===== config.mk =====
export PLATFORM = sky130hd
export DESIGN_NAME = pcap_replay_sequencer
export DESIGN_NICKNAME = d
export VERILOG_FILES = /design/src/rtl/pcap_replay_sequencer.sv
export SDC_FILE = /design/constraint.sdc
export NUM_CORES = 1
export LEC_CHECK = 0
export CAP_MARGIN = 15
export CORE_ASPECT_RATIO = 0.75
export CORE_MARGIN = 10
export CORE_UTILIZATION = 45
export CTS_CLUSTER_SIZE = 25
export DETAILED_ROUTE_END_ITERATION = 12
export DONT_BUFFER_PORTS = 1
export PLACE_DENSITY = 0.71
export SKIP_CTS_REPAIR_TIMING = 1
export SYNTH_ARGS = -nofsm -noshare
export SYNTH_HDL_FRONTEND = slang
export SYNTH_SLANG_ARGS = --single-unit

===== constraint.sdc =====
create_clock -name axi_aclk -period 19.56 [get_ports axi_aclk]
set_input_delay 4.89 -clock axi_aclk [delete_from_list [all_inputs] [get_ports axi_aclk]]
set_output_delay 4.89 -clock axi_aclk [all_outputs]
set_load 0.02 [all_outputs]

===== src/rtl/pcap_replay_sequencer.sv =====
// Multi-queue QDR replay sequencer: walks per-queue address windows in fixed
// steps, issues round-robin read requests and bounds in-flight reads by credit.
module pcap_replay_sequencer #(
  parameter int unsigned NUM_QUEUES      = 4,
  parameter int unsigned ADDR_WIDTH      = 19,
  parameter int unsigned COUNT_WIDTH     = 32,
  parameter int unsigned ADDR_STEP       = 2,
  parameter int unsigned MAX_OUTSTANDING = 16,
  localparam int unsigned QidWidth = (NUM_QUEUES > 1) ? $clog2(NUM_QUEUES) : 1,
  localparam int unsigned OutWidth = $clog2(MAX_OUTSTANDING) + 1
) (
  input  logic                              axi_aclk,
  input  logic                              sw_rst,
  input  logic                              start_replay,
  input  logic [NUM_QUEUES-1:0]             q_enable,
  input  logic [NUM_QUEUES*ADDR_WIDTH-1:0]  q_addr_low,
  input  logic [NUM_QUEUES*ADDR_WIDTH-1:0]  q_addr_high,
  input  logic [NUM_QUEUES*COUNT_WIDTH-1:0] q_replay_count,
  output logic                              rd_req_valid,
  input  logic                              rd_req_ready,
  output logic [ADDR_WIDTH-1:0]             rd_req_addr,
  output logic [QidWidth-1:0]               rd_req_qid,
  input  logic                              rd_rsp_valid,
  output logic                              busy,
  output logic [NUM_QUEUES-1:0]             q_done,
  output logic [NUM_QUEUES-1:0]             q_cfg_err,
  output logic [NUM_QUEUES*COUNT_WIDTH-1:0] q_passes
);

  typedef enum logic [2:0] {StIdle, StLoad, StRun, StDrain, StDone} state_e;

  state_e state_q, state_d;
  logic   start_q;
  logic   start_rise;

  logic [NUM_QUEUES-1:0]  done_q, done_d;
  logic [NUM_QUEUES-1:0]  cfg_err_q, cfg_err_d;
  logic [ADDR_WIDTH-1:0]  low_q    [NUM_QUEUES];
  logic [ADDR_WIDTH-1:0]  high_q   [NUM_QUEUES];
  logic [COUNT_WIDTH-1:0] count_q  [NUM_QUEUES];
  logic [ADDR_WIDTH-1:0]  cur_q    [NUM_QUEUES];
  logic [ADDR_WIDTH-1:0]  cur_d    [NUM_QUEUES];
  logic [COUNT_WIDTH-1:0] passes_q [NUM_QUEUES];
  logic [COUNT_WIDTH-1:0] passes_d [NUM_QUEUES];
  logic [QidWidth-1:0]    rr_q, rr_d;
  logic [OutWidth-1:0]    out_q, out_d;

  logic                   grant_found;
  logic [QidWidth-1:0]    grant_idx;
  logic [QidWidth-1:0]    scan_idx;
  logic                   credit_ok;
  logic                   accept;
  logic                   rsp_take;
  logic                   all_done;
  logic [ADDR_WIDTH:0]    next_addr;
  logic [COUNT_WIDTH-1:0] passes_inc;

  assign start_rise = start_replay & ~start_q;
  assign all_done   = &done_q;
  assign credit_ok  = out_q < OutWidth'(MAX_OUTSTANDING);
  // Responses with nothing outstanding (e.g. after a reset) are dropped.
  assign rsp_take   = rd_rsp_valid && (out_q != '0);

  // Round-robin grant: first not-done queue at or after the pointer.
  always_comb begin
    grant_found = 1'b0;
    grant_idx   = '0;
    scan_idx    = '0;
    for (int unsigned k = 0; k < NUM_QUEUES; k++) begin
      scan_idx = QidWidth'((32'(rr_q) + k) % NUM_QUEUES);
      if (!grant_found && !done_q[scan_idx]) begin
        grant_found = 1'b1;
        grant_idx   = scan_idx;
      end
    end
  end

  // Request outputs; dropping start_replay withdraws the request in the exit cycle.
  always_comb begin
    rd_req_valid = (state_q == StRun) && start_replay && grant_found && credit_ok;
    rd_req_addr  = cur_q[grant_idx];
    rd_req_qid   = grant_idx;
    accept       = rd_req_valid && rd_req_ready;
    busy         = (state_q == StLoad) || (state_q == StRun) || (state_q == StDrain);
    q_done       = done_q;
    q_cfg_err    = cfg_err_q;
    q_passes     = '0;
    for (int unsigned i = 0; i < NUM_QUEUES; i++) begin
      q_passes[i*COUNT_WIDTH +: COUNT_WIDTH] = passes_q[i];
    end
  end

  // FSM next-state.
  always_comb begin
    state_d = state_q;
    unique case (state_q)
      StIdle:  if (start_rise) state_d = StLoad;
      StLoad:  state_d = StRun;
      StRun:   if (!start_replay || all_done) state_d = StDrain;
      StDrain: if (out_q == '0) state_d = StDone;
      StDone:  if (!start_replay) state_d = StIdle;
      default: state_d = StIdle;
    endcase
  end

  // Credit counter next-state; simultaneous accept and response cancel.
  always_comb begin
    out_d = out_q;
    if (accept && !rsp_take) begin
      out_d = out_q + OutWidth'(1);
    end else if (!accept && rsp_take) begin
      out_d = out_q - OutWidth'(1);
    end
  end

  // Per-queue walk state: initialised in LOAD, advanced on each accept.
  always_comb begin
    cur_d      = cur_q;
    passes_d   = passes_q;
    done_d     = done_q;
    cfg_err_d  = cfg_err_q;
    rr_d       = rr_q;
    next_addr  = '0;
    passes_inc = '0;
    if (state_q == StLoad) begin
      rr_d = '0;
      for (int unsigned i = 0; i < NUM_QUEUES; i++) begin
        cur_d[i]     = q_addr_low[i*ADDR_WIDTH +: ADDR_WIDTH];
        passes_d[i]  = '0;
        cfg_err_d[i] = q_enable[i] && (q_addr_high[i*ADDR_WIDTH +: ADDR_WIDTH] <=
                                       q_addr_low[i*ADDR_WIDTH +: ADDR_WIDTH]);
        done_d[i]    = !q_enable[i] || cfg_err_d[i];
      end
    end else if (accept) begin
      // One extra bit so a window ending near the top of memory still wraps.
      next_addr  = {1'b0, cur_q[grant_idx]} + (ADDR_WIDTH+1)'(ADDR_STEP);
      passes_inc = passes_q[grant_idx] + COUNT_WIDTH'(1);
      if (next_addr >= {1'b0, high_q[grant_idx]}) begin
        cur_d[grant_idx] = low_q[grant_idx];
        if (passes_q[grant_idx] != '1) passes_d[grant_idx] = passes_inc;
        if ((count_q[grant_idx] != '0) && (passes_inc == count_q[grant_idx])) begin
          done_d[grant_idx] = 1'b1;
        end
      end else begin
        cur_d[grant_idx] = next_addr[ADDR_WIDTH-1:0];
      end
      rr_d = (32'(grant_idx) + 1 >= NUM_QUEUES) ? '0 : grant_idx + QidWidth'(1);
    end
  end

  // Control registers.
  always_ff @(posedge axi_aclk) begin
    if (sw_rst) begin
      state_q   <= StIdle;
      start_q   <= 1'b0;
      out_q     <= '0;
      rr_q      <= '0;
      done_q    <= '0;
      cfg_err_q <= '0;
    end else begin
      state_q   <= state_d;
      start_q   <= start_replay;
      out_q     <= out_d;
      rr_q      <= rr_d;
      done_q    <= done_d;
      cfg_err_q <= cfg_err_d;
    end
  end

  // Per-queue configuration and walk registers.
  always_ff @(posedge axi_aclk) begin
    if (sw_rst) begin
      for (int unsigned i = 0; i < NUM_QUEUES; i++) begin
        low_q[i]    <= '0;
        high_q[i]   <= '0;
        count_q[i]  <= '0;
        cur_q[i]    <= '0;
        passes_q[i] <= '0;
      end
    end else begin
      for (int unsigned i = 0; i < NUM_QUEUES; i++) begin
        if (state_q == StLoad) begin
          low_q[i]   <= q_addr_low[i*ADDR_WIDTH +: ADDR_WIDTH];
          high_q[i]  <= q_addr_high[i*ADDR_WIDTH +: ADDR_WIDTH];
          count_q[i] <= q_replay_count[i*COUNT_WIDTH +: COUNT_WIDTH];
        end
        cur_q[i]    <= cur_d[i];
        passes_q[i] <= passes_d[i];
      end
    end
  end

endmodule


=== After elaboration in Yosys (flattened, before gate mapping) ===
Memories as Yosys holds them, arrays and structs flattened.
Cells that the tools add are included.
W data, S select, Z words.

* $add $sub $neg: 9
* Magnitude comparators: 15
* Eq/ne operators: 10
* Muxes and demuxes: 63
* Bitwise operators: 16
* Reduce and logical (&&, ||, !) cells: 49

{| class="wikitable"
|+ Operators by type and width
! operator !! number
|-
| $mux W76 || 3
|-
| $mux W32 || 7
|-
| $mux W19 || 11
|-
| $bwmux W76 || 2
|-
| $bwmux W128 || 1
|-
| $le A19 B19 Y1 || 4
|-
| $bmux W32 S2 || 1
|-
| $demux W32 S2 || 1
|-
| $bmux W19 S2 || 1
|-
| $demux W19 S2 || 1
|-
| $add A32 B1 Y32 const B || 1
|-
| $eq A32 B32 Y1 || 1
|-
| $ne A32 B32 Y1 const B || 1
|-
| $reduce_bool A32 Y1 || 1
|-
| $add A19 B2 Y20 const B || 1
|-
| $ge A20 B19 Y1 || 1
|-
| $logic_and A1 B1 Y1 || 17
|-
| $mux W4 || 4
|-
| $lt A2 B3 Y1 const B || 5
|-
| $pmux W3 S5 || 1
|-
| $mux W1 || 14
|-
| $logic_not A1 Y1 || 12
|-
| $mux W3 || 4
|-
| $or A1 B1 Y1 || 12
|-
| 30 further kinds || 55
|}

* Flip-flop bits (word level): 223
* Memory bits (writable): 280
* Output and inout port bits: 159
* Logic and storage cells: 179
* Memories: 3

{| class="wikitable"
|+ Memory list
! memory !! depth !! bits a word !! read ports !! clocked after Yosys merged registers in !! wr ports !! line !! source
|-
| count_q || 4 || 32 || 1 || 0 || 4 || 40 || <nowiki>logic [COUNT_WIDTH-1:0] count_q [NUM_QUEUES];</nowiki>
|-
| high_q || 4 || 19 || 1 || 0 || 4 || 39 || <nowiki>logic [ADDR_WIDTH-1:0] high_q [NUM_QUEUES];</nowiki>
|-
| low_q || 4 || 19 || 1 || 0 || 4 || 38 || <nowiki>logic [ADDR_WIDTH-1:0] low_q [NUM_QUEUES];</nowiki>
|}

=== Longest topological paths before layout ===
* Depth in word-level cells: 23
* Mapped depth: 33
* Gate-level depth less buffers: 26

=== Worst setup path after synthesis ===
Ideal clock, no wire load.

* Kind: input to register
* From: input port sw_rst
* To: memory count_q[0][0], enable pin
* Data arrival time: 13243 ps
* Required time: 18808 ps
* Slack: 5565 ps
* Stages: 4
* Path buffers: 3
* Cell sequence: nand2b_1 > clkbuf_1 > clkbuf_1 > buf_1

{| class="wikitable"
|+ RTL lines
! item !! line !! source
|-
| start, declared || 13 || <nowiki>input logic sw_rst,</nowiki>
|-
| end, declared || 40 ||
|}

=== Worst setup path in the final report ===
* From: input port start_replay
* To: output port rd_req_valid

* Cells in the longest elaborated chain, start to end: 3

{| class="wikitable"
|+ RTL lines
! item !! line !! source
|-
| start, declared || 14 || <nowiki>input logic start_replay,</nowiki>
|-
| $logic_and A1 B1 Y1 (3 in a row) || 80 || <nowiki>rd_req_valid = (state_q == StRun) && start_replay && grant_found && credit_ok;</nowiki>
|-
| end, declared || 19 || <nowiki>output logic rd_req_valid,</nowiki>
|}

Every way passes these cells.

==> impl_metrics.env <==
export IMPL_critical_path_arrival_ps=5890
export IMPL_maxCapViolCount=0
export IMPL_slew_headroom=0.108
export IMPL_postSynthCellCount=2982
export IMPL_critical_path_class="in2out"
export IMPL_cts_root_to_sink_buffers=3
export IMPL_outcome="complete, no violations"
export IMPL_period_minus_slack_ps=10780
export IMPL_aggregate_routed_wire_length_mm=103
export IMPL_cp_top_family="simple AND/OR/NAND/NOR gates"
export IMPL_rows=78
export IMPL_drc_errors=0
export IMPL_reg2reg_from="q_done[2]"
export IMPL_avgRoutedWirePerCell_um=27.6
export IMPL_clk_root_buffer_cell="sky130_fd_sc_hd__clkbuf_16"
export IMPL_die_h_um=235
export IMPL_cts_tree="built"
export IMPL_r2r_setup_slack_ps=10220
export IMPL_power_density_nw_per_um2=120
export IMPL_drive_gt1_frac=0.0773
export IMPL_final_setup_tns_ps=0
export IMPL_rsz0062_at_grt="no"
export IMPL_finalHoldViolations=0
export IMPL_grt_pass1_vias=21596
export IMPL_start_util=0.457
export IMPL_postSynthRegisterBits=503
export IMPL_floorplan_io_pins=448
export IMPL_total_power_mw=3.63
export IMPL_cts_made_buffers=54
export IMPL_final_nets=3263
export IMPL_synth_top_flop_cell="sky130_fd_sc_hd__edfxtp_1"
export IMPL_mappedNetlistArea_um2=27900
export IMPL_r2r_end="cur_q[14]"
export IMPL_portBuffers=0
export IMPL_max_slew_worst_pin_slew_ps=1340
export IMPL_cp_start_kind="primary input"
export IMPL_maxSlewViolCount=0
export IMPL_holdCritStartpoint="cur_q[55]"
export IMPL_drt_first_pass_iters=6
export IMPL_critical_path_n_buffers_inverters=1
export IMPL_setup_violations=0
export IMPL_clock_tree_htree_level_count=2
export IMPL_synth_edf_count=280
export IMPL_overflow=0
export IMPL_mappedNetlistNets=3377
export IMPL_clock_insertion_delay_worst_skew_ps=620
export IMPL_share_of_async_settable_or_async_resettable_flops_after_synthesis=0
export IMPL_clkSinkCount=503
export IMPL_floorplan_die_area_um2=72400
export IMPL_hold_path_end="cur_q[55]"
export IMPL_synth_lib_cells_used_distinct=79
export IMPL_timing_critical_path_slowest_cell_delay_ps=930
export IMPL_drtIter0Drc=2880
export IMPL_areaGrowthSynthToFinish_pct=8.33
export IMPL_crit_required_ps=14670
export IMPL_coreArea_um2=60900
export IMPL_path_clk_slew_ps=60
export IMPL_min_delay_path_class="reg2reg"
export IMPL_grt_antenna_before_repair=17
export IMPL_cp_max_fo=6
export IMPL_avgViaCountPerCell=6.21
export IMPL_fp_dieW_um=307
export IMPL_ant_nets=0
export IMPL_cellLeakagePower_nw=11.7
export IMPL_max_vdd_ir_drop_mv=0.0823
export IMPL_skew_ps=29.2
export IMPL_pin_count_of_the_biggest_net_entering_global_routing=168
export IMPL_detailed_route_via_count=23151
export IMPL_worst_r2r_cell_count=22
export IMPL_finalCritPeriodShare=0.551
export IMPL_grt_usage=0.270
export IMPL_whs_path_depth=2
export IMPL_critical_path_cell_list="inv_1 > nor4b_2"
export IMPL_critical_path_slowest_cell="sky130_fd_sc_hd__nor4b_2"
export IMPL_dp_hpwl_mm=75.8
export IMPL_fmax_mhz=92.7
export IMPL_yosys_warnings=0
export IMPL_globalplace_congestion=0.960
export IMPL_grt_pass1_wl_mm=148
export IMPL_yosysSeqAreaShare=0.462
export IMPL_setup_worst_path_end_class="output pin"
export IMPL_mean_instance_size_in_the_synthesized_netlist_um2=9.34
-- synthesized netlist by cell type (10+ instances only) --
| master | count | area, µm² |
|---|---|---|
| sky130_fd_sc_hd__a311oi_1 | 21 | 184 |
| sky130_fd_sc_hd__dfxtp_1 | 223 | 4460 |
| sky130_fd_sc_hd__nand4_1 | 43 | 269 |
| sky130_fd_sc_hd__a2111oi_0 | 12 | 105 |
| sky130_fd_sc_hd__o22ai_1 | 20 | 125 |
| sky130_fd_sc_hd__ha_1 | 105 | 1310 |
| sky130_fd_sc_hd__nor2_1 | 412 | 1550 |
| sky130_fd_sc_hd__mux2_2 | 39 | 439 |
| sky130_fd_sc_hd__or4_1 | 10 | 75.1 |
| sky130_fd_sc_hd__nor4_1 | 17 | 106 |
| sky130_fd_sc_hd__a211oi_1 | 131 | 983 |
| sky130_fd_sc_hd__clkbuf_1 | 145 | 544 |
| sky130_fd_sc_hd__nand2_1 | 293 | 1100 |
| sky130_fd_sc_hd__xor2_1 | 13 | 114 |
| sky130_fd_sc_hd__or2_2 | 14 | 87.6 |
| sky130_fd_sc_hd__a21oi_1 | 93 | 465 |
| sky130_fd_sc_hd__o21a_1 | 18 | 135 |
| sky130_fd_sc_hd__edfxtp_1 | 280 | 8410 |
| sky130_fd_sc_hd__and3_1 | 36 | 225 |
| sky130_fd_sc_hd__mux2i_1 | 92 | 921 |
| sky130_fd_sc_hd__a21o_1 | 34 | 255 |
| sky130_fd_sc_hd__buf_1 | 16 | 60.1 |
| sky130_fd_sc_hd__nand3_1 | 100 | 500 |
| sky130_fd_sc_hd__and2_1 | 213 | 1330 |
| sky130_fd_sc_hd__o21ai_0 | 31 | 155 |
| sky130_fd_sc_hd__xnor2_1 | 40 | 350 |
| sky130_fd_sc_hd__buf_2 | 21 | 105 |
| sky130_fd_sc_hd__nor3_1 | 201 | 1010 |
| sky130_fd_sc_hd__mux4_2 | 10 | 225 |
| sky130_fd_sc_hd__a31oi_1 | 17 | 106 |
| sky130_fd_sc_hd__a21boi_0 | 54 | 405 |
| sky130_fd_sc_hd__inv_1 | 98 | 368 |
-- metal layers --
metal	track usage	routed length, µm	vias to the layer above
met4	0.0736	2850	10
met5	0	68	-
met2	0.394	43800	1328
met1	0.365	42000	11211
li1	-	-	10433
met3	0.109	14200	169
-- cells in the final DEF, fill, tap and decap left out, types with 92 or more instances in the layout --
master,synthesis,layout
sky130_fd_sc_hd__and2_1,213,208
sky130_fd_sc_hd__edfxtp_1,280,280
sky130_fd_sc_hd__dfxtp_1,223,223
sky130_fd_sc_hd__mux2i_1,92,92
sky130_fd_sc_hd__nand3_1,100,100
sky130_fd_sc_hd__a211oi_1,131,131
sky130_fd_sc_hd__nor2_1,412,411
sky130_fd_sc_hd__a21oi_1,93,93
sky130_fd_sc_hd__inv_1,98,98
sky130_fd_sc_hd__nor3_1,201,201
sky130_fd_sc_hd__nand2_1,293,292
sky130_fd_sc_hd__ha_1,105,105
-- tightest hold or removal path, stage by stage (launching register included) --
cell and delay [ps]:
sky130_fd_sc_hd__dfxtp_1 310, sky130_fd_sc_hd__nand2_1 50, sky130_fd_sc_hd__a311oi_1 80
-- flip-flops by register name, summed over array words and instances (netlist names) --
register and flops:
cur_q 76, out_q 5, q_done 4, state_q 3, high_q 76, q_passes 128, q_cfg_err 4, low_q 76
count_q 128, start_q 1, rr_q 2
-- layout make-up --
cell class                 count  area [µm²]
timing repair buffer          29         270
clock buffer                  72        1510
clock inverter                28         307
antenna                       17        42.5
multi-input combinational   2179       13800
sequential                   503       12900
tap                          800        1000
fill                        5527       30700
inverter                     101         389
-- per-stage QoR --
stage	cells	hold slack (ps)	cell area, µm²	setup WS (ps)	util
final	3729	484	30200	8780	0.496
after global placement	3609	466	28300	8830	0.464
after detailed placement	3609	475	28300	8790	0.464
after CTS	3709	483	30100	8790	0.494
after floorplan	2982	452	27900	5570	-
after global routing	3715	506	30100	8730	0.495
-- power by group --
part | switching (mW) | total [mW] | internal [mW]
Clock | 0.447 | 1.07 | 0.621
Sequential | 0.0783 | 1.40 | 1.33
Combinational | 0.795 | 1.16 | 0.364
Total | 1.32 | 3.63 | 2.31
-- cells by family (layout without fill, tap and decap cells) --
family                   count (synthesis)  in the layout  share of synthesized area
AND/OR/NAND/NOR                       1392           1392                      0.242
flip-flops                             503            503                      0.462
AO/OA/AOI/OAI                          474            474                      0.119
buffers and inverters                  300            230                     0.0454
multiplexers                           144            144                     0.0584
adder cells (fa/ha/maj)                106            106                     0.0479
XOR/XNOR                                63             63                     0.0248
other                                    0             17                          0
-- worst max-delay path by stage --
stage	from	to	slack, ps	cells after the start
after floorplan	sw_rst	count_q[0][0]	5570	4
after global placement	start_replay	rd_req_valid	8830	2
after detailed placement	start_replay	rd_req_valid	8790	2
after CTS	start_replay	rd_req_valid	8790	2
after global routing	start_replay	rd_req_valid	8730	2
final	start_replay	rd_req_valid	8780	2
Power figures use the tool's default switching activity.
